<file path="config.mk">
export PLATFORM = sky130hd
export DESIGN_NAME = msg_en_seq
export DESIGN_NICKNAME = d
export VERILOG_FILES = /design/src/rtl/msg_en_seq.sv
export SDC_FILE = /design/constraint.sdc
export NUM_CORES = 1
export LEC_CHECK = 0
export CORE_AREA = 2 2 49 51
export CTS_BUF_LIST = sky130_fd_sc_hd__clkbuf_2
export DETAILED_ROUTE_END_ITERATION = 10
export DIE_AREA = 0 0 51 53
export PLACE_DENSITY_LB_ADDON = 0.05
export SKIP_LAST_GASP = 1
export SYNTH_ARGS = -nofsm -noshare
export SYNTH_HDL_FRONTEND = slang
export SYNTH_SLANG_ARGS = --single-unit
</file>
<file path="constraint.sdc">
create_clock -name i_clk -period 3.07 [get_ports i_clk]
set_clock_uncertainty 0.05 [all_clocks]
set_input_delay 0.7675 -clock i_clk [delete_from_list [all_inputs] [get_ports i_clk]]
set_output_delay 0.7675 -clock i_clk [all_outputs]
set_load 0.05 [all_outputs]
</file>
<file path="src/rtl/msg_en_seq.sv">
// Round-robin start arbiter that drives a fixed-length enable burst per grant.
// Define MSG_EN_ABORT_EN to add the i_abort port (cancel a running burst).
module msg_en_seq #(
  parameter int CHANNELS = 4,
  parameter int ROUNDS   = 64,
  parameter int CNT_W    = 7,
  parameter int CH_W     = 2
) (
  input  logic                i_clk,
  input  logic                i_rst_n,
  input  logic [CHANNELS-1:0] i_start,
`ifdef MSG_EN_ABORT_EN
  input  logic                i_abort,
`endif
  output logic                o_enable,
  output logic [CH_W-1:0]     o_chan,
  output logic [CNT_W-1:0]    o_round,
  output logic                o_busy,
  output logic                o_done,
  output logic [CHANNELS-1:0] o_pending
);

  typedef enum logic [1:0] {S_IDLE, S_RUN, S_DONE} state_t;

  state_t              r_state;
  logic                r_enable;
  logic                r_done;
  logic                r_busy;
  logic [CNT_W-1:0]    r_round;
  logic [CH_W-1:0]     r_chan;
  logic [CHANNELS-1:0] r_pending;
  logic [CH_W-1:0]     r_rr_ptr;

  logic [CHANNELS-1:0] w_req;
  logic [CHANNELS-1:0] w_gnt_oh;
  logic                w_gnt_vld;
  logic [CH_W-1:0]     w_gnt;
  logic [CH_W-1:0]     w_rr_next;
  logic                w_abort;

`ifdef MSG_EN_ABORT_EN
  assign w_abort = i_abort;
`else
  assign w_abort = 1'b0;
`endif

  // Scan offsets from highest to lowest so the nearest request at/after rr_ptr wins.
  always_comb begin
    int idx;
    idx       = 0;
    w_req     = r_pending | i_start;
    w_gnt_vld = 1'b0;
    w_gnt     = '0;
    for (int k = CHANNELS - 1; k >= 0; k--) begin
      idx = int'(r_rr_ptr) + k;
      if (idx >= CHANNELS) idx = idx - CHANNELS;
      if (w_req[idx]) begin
        w_gnt_vld = 1'b1;
        w_gnt     = CH_W'(idx);
      end
    end
  end

  assign w_gnt_oh  = w_gnt_vld ? (CHANNELS'(1) << w_gnt) : '0;
  assign w_rr_next = (w_gnt == CH_W'(CHANNELS - 1)) ? '0 : w_gnt + 1'b1;

  always_ff @(posedge i_clk) begin
    if (!i_rst_n) begin
      r_state   <= S_IDLE;
      r_enable  <= 1'b0;
      r_done    <= 1'b0;
      r_busy    <= 1'b0;
      r_round   <= '0;
      r_chan    <= '0;
      r_pending <= '0;
      r_rr_ptr  <= '0;
    end else begin
      case (r_state)
        S_IDLE: begin
          r_done    <= 1'b0;
          r_pending <= w_req & ~w_gnt_oh;
          if (w_gnt_vld) begin
            r_state  <= S_RUN;
            r_enable <= 1'b1;
            r_busy   <= 1'b1;
            r_round  <= '0;
            r_chan   <= w_gnt;
            r_rr_ptr <= w_rr_next;
          end
        end
        S_RUN: begin
          // New starts, including from the owning channel, queue for a later turn.
          r_pending <= r_pending | i_start;
          if (w_abort) begin
            r_state  <= S_IDLE;
            r_enable <= 1'b0;
            r_busy   <= 1'b0;
          end else if (r_round == CNT_W'(ROUNDS - 1)) begin
            r_state  <= S_DONE;
            r_enable <= 1'b0;
            r_done   <= 1'b1;
          end else begin
            r_round  <= r_round + 1'b1;
          end
        end
        S_DONE: begin
          r_pending <= r_pending | i_start;
          r_state   <= S_IDLE;
          r_done    <= 1'b0;
          r_busy    <= 1'b0;
        end
        default: begin
          r_state  <= S_IDLE;
          r_enable <= 1'b0;
          r_done   <= 1'b0;
          r_busy   <= 1'b0;
        end
      endcase
    end
  end

  assign o_enable  = r_enable;
  assign o_chan    = r_chan;
  assign o_round   = r_round;
  assign o_busy    = r_busy;
  assign o_done    = r_done;
  assign o_pending = r_pending;

endmodule

</file>
# --- Yosys cells after proc, flatten, opt, wreduce, memory -nomap -nowiden ---
# Index checks and enable logic that the tools add are counted.
op_classes:
  n_reduce_logical: 10
  muxes: 37
  n_shift: 1
  n_addsub: 9
  magnitude_cmp: 8
  n_bitwise: 5
  n_eq_ne: 7
ops:
  columns: ["cell", "count"]
  rows:
  - ["< comparator 32 x 4 -> 1 bit (second input constant)", 4]
  - ["2-to-1 mux 32 bit", 4]
  - ["2-to-1 mux 1 bit", 14]
  - ["2-to-1 mux 2 bit", 7]
  - ["2-to-1 mux 7 bit", 2]
  - ["one-hot mux 7 bit (2 select lines)", 1]
  - ["subtractor 3 x 3 -> 4 bit (second input constant)", 3]
  - [">= comparator 3 bit (second input constant)", 3]
  - ["binary-select mux 1 bit (select 2 bit)", 4]
  - ["one-hot mux 4 bit (2 select lines)", 1]
  - ["AND reduction 2 bit", 4]
  - ["adder 7 x 1 -> 7 bit (second input constant)", 1]
  - ["== test 7 x 6 -> 1 bit (second input constant)", 1]
  - ["adder 2 x 2 -> 3 bit (second input constant)", 2]
  - ["!= test 2 bit (second input constant)", 3]
  - ["AND reduction 3 bit", 2]
  - ["bitwise AND 4 bit", 1]
  - ["== test 2 bit (second input constant)", 2]
  - ["2-to-1 mux 4 bit", 1]
  - ["NOT 4 bit", 1]
  - ["bitwise OR 4 bit", 1]
  - ["one-hot mux 2 bit (2 select lines)", 1]
  - ["nonzero test 2 bit", 2]
  - ["<< shifter 1 x 2 -> 4 bit (first input constant)", 1]
  - ["10 further kinds", 11]
totals:
  output_inout_bits: 16
  input_bits: 6
  elab_cells: 85
  reg_bits: 20

# --- Longest topological paths before layout ---
# Gate-level depths: netlist of run 1.
depth:
  depth_word: 15
  ltp_mapped: 7
  ltp_nobuf: 7

# --- Least setup slack after synthesis of run 1 ---
# Ideal clock, no wire load.
synth_path:
  path_kind: "input to register"
  start: "in i_start[3]"
  end: "reg r_rr_ptr[1]"
  required_ns: 2.903
  setup_slack_ns: 0.927
  path_buffers: 0
  arrival_time_ns: 1.976
  path_stages: 7
  setup_time_ns: 0.117
  path_cell_list: "or2_1 > o221a_2 > o21ai_2 > inv_2 > ha_1 > mux2i_1 > nor2_1"
synth_via:
  elab_chain_len: 10
  elab_cells_between_ends: 25
  cone_classes: "add/sub: 1; eq/ne: 1; mux: 21; bitwise: 1; reduce/logical: 1"
synth_lines:
  columns: ["element", "line", "rtl"]
  rows:
  - ["start: declaration", "11", "input logic [CHANNELS-1:0] i_start,"]
  - ["bitwise OR 4 bit *", "51", "w_req = r_pending | i_start;"]
  - ["binary-select mux 1 bit (select 2 bit)", "57", "if (w_req[idx]) begin"]
  - ["2-to-1 mux 1 bit (implied by the code) (2 in a row)", "57", null]
  - ["2-to-1 mux 2 bit (3 in a row)", "57", null]
  - ["2-to-1 mux 2 bit *", "57", null]
  - ["net w_gnt[0]", "37", "logic [CH_W-1:0] w_gnt;"]
  - ["adder 2 x 1 -> 2 bit / == test 2 bit (equally long branches)", "65", "assign w_rr_next = (w_gnt == CH_W'(CHANNELS - 1)) ? '0 : w_gnt + 1'b1;"]
  - ["2-to-1 mux 2 bit *", "65", null]
  - ["net w_rr_next[1]", "38", "logic [CH_W-1:0] w_rr_next;"]
  - ["end signal: assignment", "88", "r_rr_ptr <= w_rr_next;"]
  - ["end: declaration", "32", "logic [CH_W-1:0] r_rr_ptr;"]
# The timed path passes the listed nets; every way through them passes the cells marked *. The select of a mux whose other input is x is not followed.
# A chain may end at the register's enable or synchronous reset.

# --- Worst setup path in the final report of run 1 ---
layout_path:
  start: "reg r_round[2] (netlist: o_round[2])"
  end: "out o_round[2]"
layout_rtl:
  columns: ["element", "line", "rtl"]
  rows:
  - ["start: declaration", "29", "logic [CNT_W-1:0] r_round;"]
  - ["start signal: assignment", "103", "r_round <= r_round + 1'b1;"]
  - ["end: declaration", "17", "output logic [CNT_W-1:0] o_round,"]
# No word-level cell between the ends.

==> flow_summary.toml, run 1 <==
[drt]
drc_errors = 0
routed_wirelength_um = 2870
viasPerCell = 6.14
vias = 1179
drt_iter0_markers = 27
drt-wirelength-per-cell_um = 14.9
drt_pre_antenna_iters = 4
detail-route-antenna-nets = 0

[power_and_ir_drop]
internal_power_uw = 552
p_seq_share_pct = 37.0
power_density_nw_per_um2 = 619
leakagePower_uw = 0.000553
p_sw_uw = 364
switching_share_pct = 39.8
clockPowerShare_pct = 21.6
power_frac_comb_pct = 41.4
vdd_drop_max_mv = 0.485

[synthesis]
syn-instance-count = 143
ys_seq_area_share_pct = 32.8
async_flop_share_pct = 0
yosys.area.top_type = "dfxtp_1"
syn_area_um2 = 1220
synth_area_leaders = "dfxtp_1 33%, ha_1 9.2%, a21oi_1 5.7%"
yosysTopAreaCellShare_pct = 32.8
ys_seq_elements = 20
synth_fp_nets = 158
synthTopCellsByCount = "20 x dfxtp_1, 14 x a21oi_1, 9 x ha_1, 9 x o21ai_0, 8 x inv_1"
synthFlopType = "dfxtp_1"
yosysWarnings = 0
syn_avg_cell_area_um2 = 8.55
synth_cell_type_count = 49
synth-edff-count = 0
yosysMostFrequentCell = "dfxtp_1"

[worst_hold_path]
hold_end = "o_round[6]"
hold_path.class = "flop to flop"
hold_depth = 2
min-delay-start = "o_round[6]"

[worst_setup_path]
critical_path_class = "flop to output pin"
end_kind = "output pin"
path_buf_inv = 1
cp.required_ns = 2.25
path_cells = "clkdlybuf4s50_1"
ff2ff_setup_slack_ns = 1.17
path_max_fanout = 10
reg2reg_depth = 7
cp_slowest_cell = "clkdlybuf4s50_1"
max_stage_delay_ns = 0.86
r2r_start = "o_pending[3]"
start_kind = "flop"
path_delay_family = "buffers and inverters"
worst-endpoint-arrival_ns = 1.70
r2r-end = "r_rr_ptr[1]"

[floorplan]
rows = 17
core_region_area_um2 = 2150
die_x_um = 51
dieHeight_um = 53
initial_utilization_pct = 56.9
pin_count = 22
dieArea_um2 = 2700

[grt]
grt_util_all_layers_pct = 24.3
grt_pass1_vias = 1131
antenna_found_initial = 0
grt-ovfl-total = 0
grt_pass1_wl_um = 4870
grt_max_degree = 18

[timing]
finalHoldViolCount = 0
tns_ns = 0
whs_ns = 0.424
tightest_slew_ns = 0.576
min_period_ns = 2.52
slew_headroom_pct = 61.3
setup_violations = 0
timing.fmax_mhz = 397
rsz0062_at_grt = "false"
slew_violations = 0
fin_crit_sh_pct = 82.1

[clocking]
clk_latency_ns = 0.32
cts_htree_levels = 1
path_clk_slew_ns = 0.20
cts_resized = 0
tritoncts = "yes"
cts_buffer_depth = 2
hold_buffers = 0
cts_buffers = 3
cts.sinks = 20
cts_root_buf = "clkbuf_2"
post-cts-setup-buffers = 0

[cells_and_area]
layout.nets = 180
fillers = 181
drive_above_1_share_pct = 9.76
num_antenna_cells = 0
synthToLayoutAreaGrowth_pct = 21.2

[placed_design]
gp_congestion = 0.779
io_buffers = 21
hpwl_um = 2140

[run]
drv_cap = 0

[status]
status = "finished clean"
-- per-stage QoR --
stage | area, µm² | cells | utilization, % | total power [µW] | worst slack [ns]
6_report | 1480 | 192 | 69.0 | 917 | 0.551
5_1_grt | 1480 | 192 | 69.0 | 970 | 0.480
4_1_cts | 1480 | 192 | 69.0 | 917 | 0.538
3_5_place_dp | 1440 | 188 | 66.9 | 718 | 0.297
3_3_place_gp | 1440 | 188 | 66.9 | 705 | 0.392
2_1_floorplan | 1220 | 143 | - | 608 | 0.927
-- worst max-delay path by stage --
| stage | startpoint | endpoint | slack (ns) | depth (start not counted) |
|---|---|---|---|---|
| floorplan | i_start[3] | r_rr_ptr[1] | 0.93 | 7 |
| global placement | i_start[3] | r_rr_ptr[1] | 0.39 | 8 |
| detailed placement | i_start[3] | r_rr_ptr[1] | 0.30 | 8 |
| CTS | o_round[2] | o_round[2] | 0.54 | 1 |
| global route | o_round[2] | o_round[2] | 0.48 | 1 |
| finish | o_round[2] | o_round[2] | 0.55 | 1 |
-- registers in the layout (all words and copies together), names as in the netlist --
signal	count
o_pending	4
o_round	7
r_rr_ptr	2
r_state	2
o_enable	1
o_busy	1
o_chan	2
o_done	1
-- metal layers --
metal  wire [µm]  track usage (%)  vias to the layer above
met5           0                0                        -
met4          72             15.8                        0
met1        1140             25.0                      562
met2        1520             44.8                       39
li1            -                -                      566
met3         125             4.52                       12
-- worst min-delay path: stages, from the launching register on --
cell,delay [ns]
dfxtp_1,0.37
nand2_1,0.06
a21oi_1,0.03
-- cell families (layout without fill, tap and decap cells) --
logic type / after synthesis / in the layout / synth area share [%]
compound gates: 48 / 48 / 26.0
fa+ha+maj: 9 / 9 / 9.21
buf+inv: 15 / 36 / 6.24
flops: 20 / 20 / 32.8
mux: 1 / 1 / 0.819
simple gates: 50 / 50 / 25.0
-- placed cells by master (no fill, tap or decap), types with 2 or more instances in the layout --
cell,count
a311oi_1,2
nor2_1,7
a211oi_1,3
clkdlybuf4s50_1,21
and3_1,4
nor2b_1,7
nor3_1,3
ha_1,9
nand4_1,2
clkbuf_2,3
a21oi_1,14
a31oi_1,4
nand3b_1,2
nand2_1,7
inv_1,8
or3_1,2
dfxtp_1,20
o221a_2,3
nand2b_1,2
nand3_1,4
o21ai_0,9
o21a_1,2
-- power by group through the flow --
stage	Sequential, µW	Clock [µW]	Combinational (µW)
6_report	339	198	380
5_1_grt	345	212	414
4_1_cts	340	201	376
3_5_place_dp	345	0	373
3_3_place_gp	342	0	364
2_1_floorplan	425	0	183
-- cell type report --
class / count / area, µm² / area share [%]
clock buffer: 3 / 15.0 / 1.01
tap: 28 / 35.0 / 2.36
inverter: 10 / 37.5 / 2.53
timing repair buffer: 22 / 218 / 14.7
clock inverter: 1 / 30.0 / 2.03
sequential: 20 / 400 / 27.0
multi-input combinational: 108 / 746 / 50.3
Power figures use the tool's default switching activity.
==> run 2: changes to the inputs <==
--- a/config.mk
+++ b/config.mk
@@ -5,10 +5,10 @@
 export SDC_FILE = /design/constraint.sdc
 export NUM_CORES = 1
 export LEC_CHECK = 0
-export CORE_AREA = 2 2 49 51
+export CORE_AREA = 2 2 51 53
 export CTS_BUF_LIST = sky130_fd_sc_hd__clkbuf_2
 export DETAILED_ROUTE_END_ITERATION = 10
-export DIE_AREA = 0 0 51 53
+export DIE_AREA = 0 0 53 55
 export PLACE_DENSITY_LB_ADDON = 0.05
 export SKIP_LAST_GASP = 1
 export SYNTH_ARGS = -nofsm -noshare
==> constraint.sdc (replaced) <==
create_clock -name i_clk -period 2.5 [get_ports i_clk]
set_clock_uncertainty 0.05 [all_clocks]
set_input_delay 0.625 -clock i_clk [delete_from_list [all_inputs] [get_ports i_clk]]
set_output_delay 0.625 -clock i_clk [all_outputs]
set_load 0.05 [all_outputs]
==> run 2 against run 1 <==
- critical path depth stayed put
- clock power is 25% higher
- highest routed layer unchanged
- sequential power is 24% higher
==> flow_summary.toml, run 2 (synthesis results as in run 1) <==
[drt]
detail-route-antenna-nets = 0
drt_iter0_markers = 24
drt_pre_antenna_iters = 4
dr_wl_met3_um = 98
viasPerCell = 5.80
topRoutingLayerUsed = "met4"
dr_wl_met2_um = 1550
drc_errors = 0
vias = 1155
met1_length_um = 1260
drt-wirelength-per-cell_um = 14.7
routed_wirelength_um = 2930

[worst_setup_path]
path_buf_inv = 1
worstSetupStartpoint = "o_round[3]"
max_stage_delay_ns = 0.85
start_kind = "flop"
path_max_fanout = 8
worst-endpoint-arrival_ns = 1.70
cp.required_ns = 1.82
path_delay_family = "buffers and inverters"
end_kind = "output pin"
critical_path_class = "flop to output pin"
cp_slowest_cell = "clkdlybuf4s50_1"
r2r_start = "r_state[1]"
path_cells = "clkdlybuf4s50_1"

[grt]
grt_pass1_vias = 1051
grt_max_degree = 15
antenna_found_initial = 0
grt_util_all_layers_pct = 21.9
grt_pass1_wl_um = 4720
grt-ovfl-total = 0

[cells_and_area]
largest_reg_flops = 7
layout_commonest_cell = "clkdlybuf4s50_1"
fin_cells = 199
final_cell_area_um2 = 1520
drive_above_1_share_pct = 12.4
layout.nets = 185
layout_common_cells = "21 x clkdlybuf4s50_1, 20 x dfxtp_1, 14 x a21oi_1"
num_antenna_cells = 0
multi_input_area_um2 = 746
fillers = 218
seq_area_um2 = 400
synthToLayoutAreaGrowth_pct = 24.5

[clocking]
cts_buffers = 3
path_clk_slew_ns = 0.23
cts_root_buf = "clkbuf_2"
cts_htree_levels = 1
hold_buffers = 0
cts_buffer_depth = 2
post-cts-setup-buffers = 0
cts.sinks = 20
clk_latency_ns = 0.32
cts_resized = 0
tritoncts = "yes"

[placed_design]
hpwl_um = 2180
io_buffers = 21
dp.cells = 195
gp_congestion = 0.810
pre_cts_ws_ns = -0.0179
place_area_um2 = 1480

[floorplan]
dieHeight_um = 55
core_region_area_um2 = 2360
initial_utilization_pct = 51.7
rows = 18
pin_count = 22
dieArea_um2 = 2920
die_x_um = 53

[run]
drv_cap = 0

[worst_hold_path]
min-delay-start = "o_round[6]"
hold_path.class = "flop to flop"

[timing]
setup_ws_ns = 0.125
rsz0062_at_grt = "false"
timing.fmax_mhz = 421
tightest_slew_ns = 0.500
finalHoldViolCount = 0
slew_headroom_pct = 66.4
slew_violations = 0
whs_ns = 0.437
min_period_ns = 2.37
fin_crit_sh_pct = 95.0
setup_violations = 0

[power_and_ir_drop]
leakagePower_uw = 0.000577
power_density_nw_per_um2 = 757
vdd_drop_max_mv = 0.473

[status]
status = "finished clean"
[run 2: cell count changes in the layout (fill, tap and decap cells not counted), sizes merged]
cell  before  now
buf        1    6
[run 2: worst register-to-register path: cells and delay by family (launching register included)]
family                   cells  cell delay (ns)
AND/OR/NAND/NOR              1             0.20
adder cells (fa/ha/maj)      1             0.45
buffers and inverters        1             0.10
AO/OA/AOI/OAI                3             0.67
flip-flops                   1             0.38
[run 2: per-stage QoR]
stage / total power [µW] / util [%] / TNS, ns
after floorplan: 747 / - / 0
after global placement: 889 / 62.4 / 0
after detailed placement: 903 / 62.4 / -0.0179
after CTS: 1150 / 64.3 / 0
after global routing: 1200 / 64.3 / 0
final: 1150 / 64.3 / 0
[run 2: where the power goes]
part           switching [µW]  internal (µW)  leakage (µW)  total (µW)
logic                     296            189      0.000387         485
clock network             110            138     0.0000266         248
registers                52.6            367      0.000164         420
[run 2: layout make-up]
cell class / count / share of cell area (%)
multi-input cells: 108 / 49.0
flip-flops and latches: 20 / 26.3
repair buffers: 27 / 16.8
well taps: 30 / 2.47
clock inverters: 1 / 1.97
clock buffers: 3 / 0.987
inverters: 10 / 2.47
[run 2: metal layers]
layer / track usage [%] / vias to the layer above
met1: 25.7 / 546
met4: 6.41 / 0
li1: - / 577
met2: 42.1 / 28
met5: 0 / -
met3: 2.42 / 4
[run 2: final timing paths]
| kind | to | depth (start not counted) | slack [ns] |
|---|---|---|---|
| worst max register to register | o_round[4] | 6 | 0.61 |
| worst min-delay path | o_round[6] | 2 | 0.44 |
| worst min register to register | o_round[6] | 2 | 0.44 |
| worst max-delay path | o_round[3] | 1 | 0.13 |
